**src/rtl/video_line_prefetch_ctrl.sv**
```systemverilog
// video_line_prefetch_ctrl: schedules frame-buffer line reads ahead of scan-out
// using a credit-tracked ring of line slots, and flags display underflow.
module video_line_prefetch_ctrl #(
    parameter int ADDR_W      = 28,
    parameter int LINES_AHEAD = 2,
    parameter int V_VISIBLE   = 1080,
    parameter int H_VISIBLE   = 1920,
    parameter int LINE_STRIDE = 4096
) (
    input  logic              pixel_clock,
    input  logic              reset,
    input  logic              enable,
    input  logic [ADDR_W-1:0] frame_base,
    input  logic              video_vsync,
    input  logic              video_line_start,
    output logic              rd_req,
    output logic [ADDR_W-1:0] rd_addr,
    output logic [13:0]       rd_len,
    output logic [2:0]        rd_slot,
    input  logic              rd_ack,
    input  logic              rd_done,
    output logic [2:0]        disp_slot,
    output logic              frame_active,
    output logic              underflow
);
    localparam int FL_W = $clog2(V_VISIBLE + 1);
    typedef enum logic [1:0] {IDLE, ISSUE, BUSY, HOLD} state_t;
    state_t state;
    logic vs_q, restart_pend;
    logic [FL_W-1:0] fetch_line;
    logic [3:0] credits, filled;
    logic [2:0] wr_ptr, rd_ptr;
    logic [ADDR_W-1:0] addr_acc;
    logic frame_start, consume, take, pend_eff, ack_ok, done_ok, restart_now;
    assign frame_start = video_vsync & ~vs_q;
    assign consume     = video_line_start & (frame_active | filled != 0);
    assign take        = consume & (filled != 0);
    // a frame start landing mid-transaction turns that transaction into a stale one
    assign pend_eff    = restart_pend | (frame_start & enable);
    assign ack_ok      = state == ISSUE & rd_ack & ~pend_eff;
    assign done_ok     = state == BUSY & rd_done & ~pend_eff;
    assign restart_now = enable & (frame_start & (state == IDLE | state == HOLD) | state == BUSY & rd_done & pend_eff);
    assign rd_len      = 14'(H_VISIBLE);
    assign rd_addr     = addr_acc;
    assign rd_slot     = wr_ptr;
    assign disp_slot   = rd_ptr;
    always_ff @(posedge pixel_clock) begin
        if (reset) begin
            state        <= IDLE;
            vs_q         <= 1'b0;
            restart_pend <= 1'b0;
            rd_req       <= 1'b0;
            fetch_line   <= '0;
            credits      <= '0;
            filled       <= '0;
            wr_ptr       <= '0;
            rd_ptr       <= '0;
            addr_acc     <= '0;
            frame_active <= 1'b0;
            underflow    <= 1'b0;
        end else begin
            vs_q <= video_vsync;
            if (restart_now) begin
                state        <= ISSUE;
                rd_req       <= 1'b1;
                restart_pend <= 1'b0;
                fetch_line   <= '0;
                credits      <= 4'(LINES_AHEAD);
                filled       <= '0;
                wr_ptr       <= '0;
                rd_ptr       <= '0;
                addr_acc     <= frame_base;
                underflow    <= 1'b0;
                frame_active <= 1'b1;
            end else begin
                if (take)
                    rd_ptr <= rd_ptr == 3'(LINES_AHEAD - 1) ? 3'd0 : rd_ptr + 3'd1;
                else if (consume)
                    underflow <= 1'b1;
                filled  <= filled + 4'(done_ok) - 4'(take);
                credits <= credits - 4'(ack_ok) + 4'(take);
                if (ack_ok) begin
                    addr_acc   <= addr_acc + ADDR_W'(LINE_STRIDE);
                    fetch_line <= fetch_line + FL_W'(1);
                end
                if (done_ok)
                    wr_ptr <= wr_ptr == 3'(LINES_AHEAD - 1) ? 3'd0 : wr_ptr + 3'd1;
                if (enable & frame_start & (state == ISSUE | state == BUSY))
                    restart_pend <= 1'b1;
                case (state)
                    ISSUE: if (rd_ack) begin
                        state  <= BUSY;
                        rd_req <= 1'b0;
                    end
                    BUSY: if (rd_done) begin
                        restart_pend <= 1'b0;
                        if (pend_eff) state <= IDLE;
                        else if (fetch_line == FL_W'(V_VISIBLE)) begin
                            frame_active <= 1'b0;
                            state        <= IDLE;
                        end else if (!enable) state <= IDLE;
                        else if (credits != 0) begin
                            state  <= ISSUE;
                            rd_req <= 1'b1;
                        end else state <= HOLD;
                    end
                    HOLD: if (!enable) state <= IDLE;
                    else if (credits != 0 || take) begin
                        state  <= ISSUE;
                        rd_req <= 1'b1;
                    end
                    default: ;
                endcase
            end
        end
    end
endmodule
```
**config.mk**
```make
export PLATFORM = sky130hd
export DESIGN_NAME = video_line_prefetch_ctrl
export DESIGN_NICKNAME = d
export VERILOG_FILES = /design/src/rtl/video_line_prefetch_ctrl.sv
export SDC_FILE = /design/constraint.sdc
export NUM_CORES = 1
export LEC_CHECK = 0
export BUFFER_PORTS_ARGS = -buffer_cell sky130_fd_sc_hd__buf_2
export CAP_MARGIN = 25
export CORE_MARGIN = 4
export CORE_UTILIZATION = 57
export CTS_CLUSTER_DIAMETER = 80
export DETAILED_ROUTE_END_ITERATION = 12
export MAX_ROUTING_LAYER = met4
export PLACE_DENSITY = 0.86
export SYNTH_ARGS = -nofsm -noshare
export SYNTH_HDL_FRONTEND = slang
export SYNTH_SLANG_ARGS = --single-unit
```
**constraint.sdc**
```tcl
create_clock -name pixel_clock -period 4.4 [get_ports pixel_clock]
set_clock_uncertainty 0.05 [all_clocks]
set_input_delay 0.22 -clock pixel_clock [delete_from_list [all_inputs] [get_ports pixel_clock]]
set_output_delay 0.22 -clock pixel_clock [all_outputs]
set_load 0.02 [all_outputs]
```
==> results.sh, run 1 <==
export IMPL_p_sw_mw=0.686
export IMPL_period_share=0.627
export IMPL_yosysWarnings=0
export IMPL_cts_buffers=9
export IMPL_synth_top_cell_by_area="dfxtp_1"
export IMPL_die_x_um=82.6
export IMPL_h_tree_depth=3
export IMPL_synth_enable_flop_cells=0
export IMPL_grt_max_degree=44
export IMPL_clk_pin_slew_ns=0.07
export IMPL_reg2reg_slack_ns=1.64
export IMPL_worstPathArrival_ns=2.90
export IMPL_seqPwrFrac=0.385
export IMPL_layout_drive_gt1_share=0.213
export IMPL_rows=26
export IMPL_diodes=0
export IMPL_areaGrowthSynthToFinish_pct=16.9
export IMPL_ys_dominant_reg_cell="dfxtp_1"
export IMPL_initial_core_util=0.605
export IMPL_max_slew_margin=0.438
export IMPL_fp_dieH_um=82.6
export IMPL_hpwl_um=5420
export IMPL_setup_tns_ns=0
export IMPL_wl_per_cell_um=14.6
export IMPL_rsz0062_at_grt="no"
export IMPL_drt_total_wl_um=7610
export IMPL_grt_usage=0.248
export IMPL_synthCells=380
export IMPL_root_buffer="clkbuf_8"
export IMPL_worstSetupEndpointType="register"
export IMPL_dieArea_um2=6820
export IMPL_setup_viol=0
export IMPL_worst_hold_path_type="input pin to register"
export IMPL_power_leakage_nw=1.57
export IMPL_setup_ws_ns=1.64
export IMPL_ys_top_cells_by_area="dfxtp_1 38%, ha_1 6.7%, nand2_1 5.1%"
export IMPL_p_clk_frac=0.264
export IMPL_internal_power_mw=1.15
export IMPL_drcViolationCount=0
export IMPL_via_count=2920
export IMPL_max_freq_mhz=363
export IMPL_critical_path_class="register to register"
export IMPL_vdd_drop_max_uv=271
export IMPL_ys_ff_latch=60
export IMPL_power_per_cell_area_nw_per_um2=497
export IMPL_dr_wl_met3_um=619
export IMPL_ys_seq_area_frac=0.379
export IMPL_wl_met1_um=3220
export IMPL_core_um2=5240
export IMPL_cts_hold_buf=0
export IMPL_synth_top_cell_area_share=0.379
export IMPL_cts_setup_buffers=0
export IMPL_ys_types=45
export IMPL_gp_congestion=0.979
export IMPL_clock_sinks=60
export IMPL_worst_pin_slew_ns=0.840
export IMPL_required_ns=4.55
export IMPL_ant_nets=0
export IMPL_grt_pass1_wl_um=12600
export IMPL_placed_cell_area_um2=3510
export IMPL_viasPerCell=5.60
export IMPL_status="complete, no violations"
export IMPL_min_period_ns=2.76
export IMPL_dr_wl_met2_um=3670
export IMPL_cts_resized_gates=0
export IMPL_startpoint_type="register"
export IMPL_top_layer="met4"
export IMPL_clkLatencyLatePin_ns=0.34
export IMPL_antenna_found_initial=0
export IMPL_dp_slack_ns=1.68
export IMPL_maxSlewViolCount=0
export IMPL_pwr_share_comb=0.352
export IMPL_tritoncts="done"
export IMPL_hold_viol_final=0
export IMPL_drtIter0Drc=138
export IMPL_max_cap_viol_count=0
export IMPL_syn_area_per_cell_um2=8.34
export IMPL_grt_pass1_vias=2825
export IMPL_ys_async_sr_fraction=0
export IMPL_synth_area_um2=3170
export IMPL_numPortBuffers=71
export IMPL_swShare=0.373
export IMPL_dr_pass1_iters=4
export IMPL_gr_total_overflow=0
export IMPL_synth_top_cells_by_count="60 x dfxtp_1, 43 x nand2_1, 31 x nor2_1"
export IMPL_critical_path_max_fanout=9
export IMPL_cts_buffer_depth=2
export IMPL_synth_most_common_cell="dfxtp_1"
export IMPL_final_cell_area_um2=3700
export IMPL_io_pins=86
export IMPL_layout_nets=500
per-layer routing:
| layer | track usage | vias to the layer above |
|---|---|---|
| li1 | - | 1449 |
| met1 | 0.306 | 1339 |
| met2 | 0.396 | 120 |
| met3 | 0.0521 | 12 |
| met4 | 0.0980 | 0 |
| met5 | - | - |
stage by stage:
| step | utilization | power [mW] | instances | hold slack, ns |
|---|---|---|---|---|
| after CTS | 0.707 | 1.85 | 521 | 0.0546 |
| after global placement | 0.671 | 1.34 | 505 | 0.390 |
| after detailed placement | 0.671 | 1.37 | 505 | 0.398 |
| after global routing | 0.707 | 1.97 | 521 | 0.0537 |
| final | 0.707 | 1.84 | 521 | 0.0584 |
| after floorplan | - | 1.20 | 392 | 0.281 |
layout make-up:
| cell class | instances | area, um^2 |
|---|---|---|
| multi-input cells | 277 | 1760 |
| clock buffers | 9 | 124 |
| well taps | 70 | 87.6 |
| clock inverters | 7 | 67.6 |
| fillers | 447 | 1530 |
| inverters | 25 | 93.8 |
| flip-flops and latches | 60 | 1200 |
| repair buffers | 73 | 370 |
cells by family (layout without fill, tap and decap cells):
group,count (synthesis),after routing,share of synthesized area
and+or+nand+nor,152,152,0.257
AOI/OAI and AO/OA,71,71,0.142
DFF,60,60,0.379
buffers and inverters,55,114,0.0821
xor gates and xnor gates,21,21,0.0580
adders and majority gates,19,19,0.0797
other,2,14,0.00237
power groups by stage:
stage	registers [mW]	clock network (mW)	logic (mW)
final	0.707	0.485	0.647
after global routing	0.720	0.520	0.730
after CTS	0.707	0.489	0.652
after detailed placement	0.718	0	0.648
after global placement	0.714	0	0.624
after floorplan	0.758	0	0.443
registers in the layout (all words and copies together) (netlist names):
register / flops
credits: 4
disp_slot: 3
fetch_line: 11
filled: 4
frame_active: 1
rd_addr: 28
rd_req: 1
rd_slot: 3
restart_pend: 1
state: 2
underflow: 1
vs_q: 1
placed cells by master, fill, tap and decap left out, types with 5 or more instances in the layout:
cell      count
a311oi_1      6
nand2_1      43
nand3_1      16
inv_1        25
or4_1         5
or3_1         5
ha_1         17
xor2_1        8
xnor2_1      13
nand4_1       9
dfxtp_1      60
nor2_1       31
a211oi_1      7
nor4_1        6
buf_2        71
o21ai_0       9
clkbuf_8      9
a21oi_1      30
nor3_1        8
conb_1       14
worst max-delay path, stage by stage, from the launching register on:
cell	delay (ns)
dfxtp_1	0.35
inv_1	0.10
ha_1	0.33
nand2_1	0.19
nor3_1	0.34
inv_1	0.11
ha_1	0.29
inv_1	0.06
ha_1	0.15
inv_1	0.06
fa_1	0.37
xor2_1	0.15
nor2_1	0.05
final timing paths:
check                               start                      end  depth (start not counted)
setup / recovery    state[0]$_SDFFE_PP0P_     filled[2]$_SDFF_PP0_                         12
hold / removal              frame_base[8]  rd_addr[8]$_SDFFE_PP0P_                          3
hold reg to reg   rd_addr[0]$_SDFFE_PP0P_  rd_addr[0]$_SDFFE_PP0P_                          2
setup reg to reg    state[0]$_SDFFE_PP0P_     filled[2]$_SDFF_PP0_                         12
Note: power is estimated with default switching activity, not from simulation.
==> run 2: changes to the inputs <==
--- a/config.mk
+++ b/config.mk
@@ -5,14 +5,15 @@
 export SDC_FILE = /design/constraint.sdc
 export NUM_CORES = 1
 export LEC_CHECK = 0
+export ABC_AREA = 1
 export BUFFER_PORTS_ARGS = -buffer_cell sky130_fd_sc_hd__buf_2
 export CAP_MARGIN = 25
 export CORE_MARGIN = 4
-export CORE_UTILIZATION = 57
+export CORE_UTILIZATION = 48
 export CTS_CLUSTER_DIAMETER = 80
 export DETAILED_ROUTE_END_ITERATION = 12
 export MAX_ROUTING_LAYER = met4
-export PLACE_DENSITY = 0.86
+export PLACE_DENSITY = 0.76
 export SYNTH_ARGS = -nofsm -noshare
 export SYNTH_HDL_FRONTEND = slang
 export SYNTH_SLANG_ARGS = --single-unit
==> constraint.sdc (replaced) <==
create_clock -name pixel_clock -period 2.45 [get_ports pixel_clock]
set_clock_uncertainty 0.05 [all_clocks]
set_input_delay 0.1225 -clock pixel_clock [delete_from_list [all_inputs] [get_ports pixel_clock]]
set_output_delay 0.1225 -clock pixel_clock [all_outputs]
set_load 0.02 [all_outputs]
==> results.sh, run 2 <==
export IMPL_status="complete, no violations"
export IMPL_clock_sinks=60
export IMPL_synth_top_cell_area_share=0.362
export IMPL_synth_enable_flop_cells=0
export IMPL_core_um2=6760
export IMPL_synthCells=474
export IMPL_dp_slack_ns=0.178
export IMPL_ys_types=35
export IMPL_startpoint_type="register"
export IMPL_power_leakage_nw=1.87
export IMPL_slowest_stage="fa_1"
export IMPL_io_pins=86
export IMPL_critical_path_max_fanout=5
export IMPL_numPortBuffers=71
export IMPL_setup_ws_ns=0.244
export IMPL_ys_ff_latch=60
export IMPL_utilization=0.594
export IMPL_via_count=3112
export IMPL_drtIter0Drc=133
export IMPL_drt_total_wl_um=7450
export IMPL_dp_cells=615
export IMPL_placed_cell_area_um2=3660
export IMPL_grt_max_degree=26
export IMPL_synth_top_cells_by_count="93 x nand2_1, 66 x nor2_1, 65 x inv_1"
export IMPL_worst_hold_path_type="input pin to register"
export IMPL_largest_reg_flops=28
export IMPL_grt_pass1_wl_um=12600
export IMPL_ys_seq_area_frac=0.362
export IMPL_hold_ws_ns=0.0174
export IMPL_clk_pin_slew_ns=0.07
export IMPL_hpwl_um=5460
export IMPL_hold_viol_final=0
export IMPL_max_freq_mhz=453
export IMPL_min_period_ns=2.21
export IMPL_gr_total_overflow=0
export IMPL_layout_nets=614
export IMPL_p_total_mw=3.22
export IMPL_grt_pass1_vias=2915
export IMPL_syn_area_per_cell_um2=6.99
export IMPL_final_cell_mix="92 x nand2_1, 71 x buf_2, 66 x nor2_1, 65 x inv_1, 59 x dfxtp_1"
export IMPL_max_cap_viol_count=0
export IMPL_ys_async_sr_fraction=0
export IMPL_fp_dieH_um=91.1
export IMPL_die_x_um=91.1
export IMPL_critical_path_class="register to register"
export IMPL_maxSlewViolCount=0
export IMPL_vdd_drop_max_uv=457
export IMPL_yosysWarnings=0
export IMPL_worstSetupEndpointType="register"
export IMPL_root_buffer="clkbuf_8"
export IMPL_rsz0062_at_grt="no"
export IMPL_synth_top_cell_by_area="dfxtp_1"
export IMPL_gp_congestion=0.938
export IMPL_power_per_cell_area_nw_per_um2=802
export IMPL_cts_buffers=9
export IMPL_tritoncts="done"
export IMPL_path_cells="inv_1 > ha_1 > nand2_1 > inv_1 > nand2_2 > ha_1 > inv_1 > ha_1 > inv_1 > fa_1 > xor2_1 > nor2_1"
export IMPL_wl_per_cell_um=11.6
export IMPL_ant_nets=0
export IMPL_viasPerCell=4.82
export IMPL_final_cell_area_um2=4010
export IMPL_layout_commonest_cell="nand2_1"
export IMPL_crit_path_frequent_cell="inv_1"
export IMPL_fill_cells=624
export IMPL_drcViolationCount=0
export IMPL_ys_top_cells_by_area="dfxtp_1 36%, nand2_1 11%, nor2_1 7.5%"
export IMPL_areaGrowthSynthToFinish_pct=21.0
export IMPL_h_tree_depth=3
export IMPL_required_ns=2.62
export IMPL_cts_buffer_depth=2
export IMPL_synth_most_common_cell="nand2_1"
export IMPL_dieArea_um2=8300
export IMPL_period_share=0.900
export IMPL_synth_area_um2=3310
export IMPL_rows=30
export IMPL_setup_viol=0
export IMPL_dr_pass1_iters=4
export IMPL_initial_core_util=0.491
export IMPL_critical_path_max_stage_delay_ns=0.38
export IMPL_clkLatencyLatePin_ns=0.33
export IMPL_instances_no_fill=645
export IMPL_worstPathArrival_ns=2.38
export IMPL_diodes=0
export IMPL_setup_tns_ns=0
export IMPL_grt_usage=0.190
export IMPL_layout_drive_gt1_share=0.186
export IMPL_antenna_found_initial=0
export IMPL_crit_buf_inv=4
export IMPL_ys_dominant_reg_cell="dfxtp_1"
export IMPL_worst_path_dominant_cell_family="adder cells"
[run 2: path summary, 6_finish.rpt]
path / start / to / slack [ns] / cells past startpoint
worst min register to register: underflow$_SDFFE_PP0P_ / underflow$_SDFFE_PP0P_ / 0.40 / 2
worst max-delay path: state[0]$_SDFFE_PP0P_ / filled[2]$_SDFF_PP0_ / 0.24 / 12
worst min-delay path: frame_base[23] / rd_addr[23]$_SDFFE_PP0N_ / 0.02 / 3
worst max register to register: state[0]$_SDFFE_PP0P_ / filled[2]$_SDFF_PP0_ / 0.24 / 12
[run 2: timing repair]
item | CTS | global route
endpoints found under the hold margin | 14 | 0
hold buffers | 14 | 0
setup endpoints to repair | 0 | 1
buffers inserted | 0 | 0
gates resized for setup | 0 | 2
[run 2: worst reg2reg max path, delay by kind of cell (launching register included)]
family / cells / cell delay (ns)
buffers and inverters: 4 / 0.28
AND/OR/NAND/NOR: 3 / 0.25
XOR/XNOR: 1 / 0.17
adder cells (fa/ha/maj): 4 / 1.03
flip-flops: 1 / 0.34
[run 2: logic make-up after synthesis]
group	Yosys count	synth area share
buffers and inverters	94	0.136
other	2	0.00227
flip-flops	60	0.362
adder cells (fa/ha/maj)	19	0.0763
XOR/XNOR	13	0.0344
AO/OA/AOI/OAI	73	0.117
AND/OR/NAND/NOR	213	0.271
[run 2: layout make-up]
cell class	count	area, um^2	share of cell area
Clock inverter	4	73.8	0.0184
Inverter	66	248	0.0618
Tap cell	80	100	0.0250
Sequential cell	60	1200	0.300
Timing Repair Buffer	91	541	0.135
Clock buffer	12	135	0.0337
Multi-Input combinational cell	332	1710	0.427
[run 2: where the power goes]
part	internal, mW	leakage [nW]	switching, mW	total (mW)
Sequential	1.12	0.490	0.0948	1.21
Combinational	0.406	1.27	0.649	1.05
Clock	0.574	0.105	0.373	0.947
[run 2: metal layers]
metal  up-vias  wire length (um)  track usage  share of wire
li1       1638                 -            -              -
met4         0                94       0.0515          0.013
met3        10               341       0.0489          0.046
met5         -                 0            -              0
met2        65              3690        0.327           0.50
met1      1399              3320        0.218           0.45
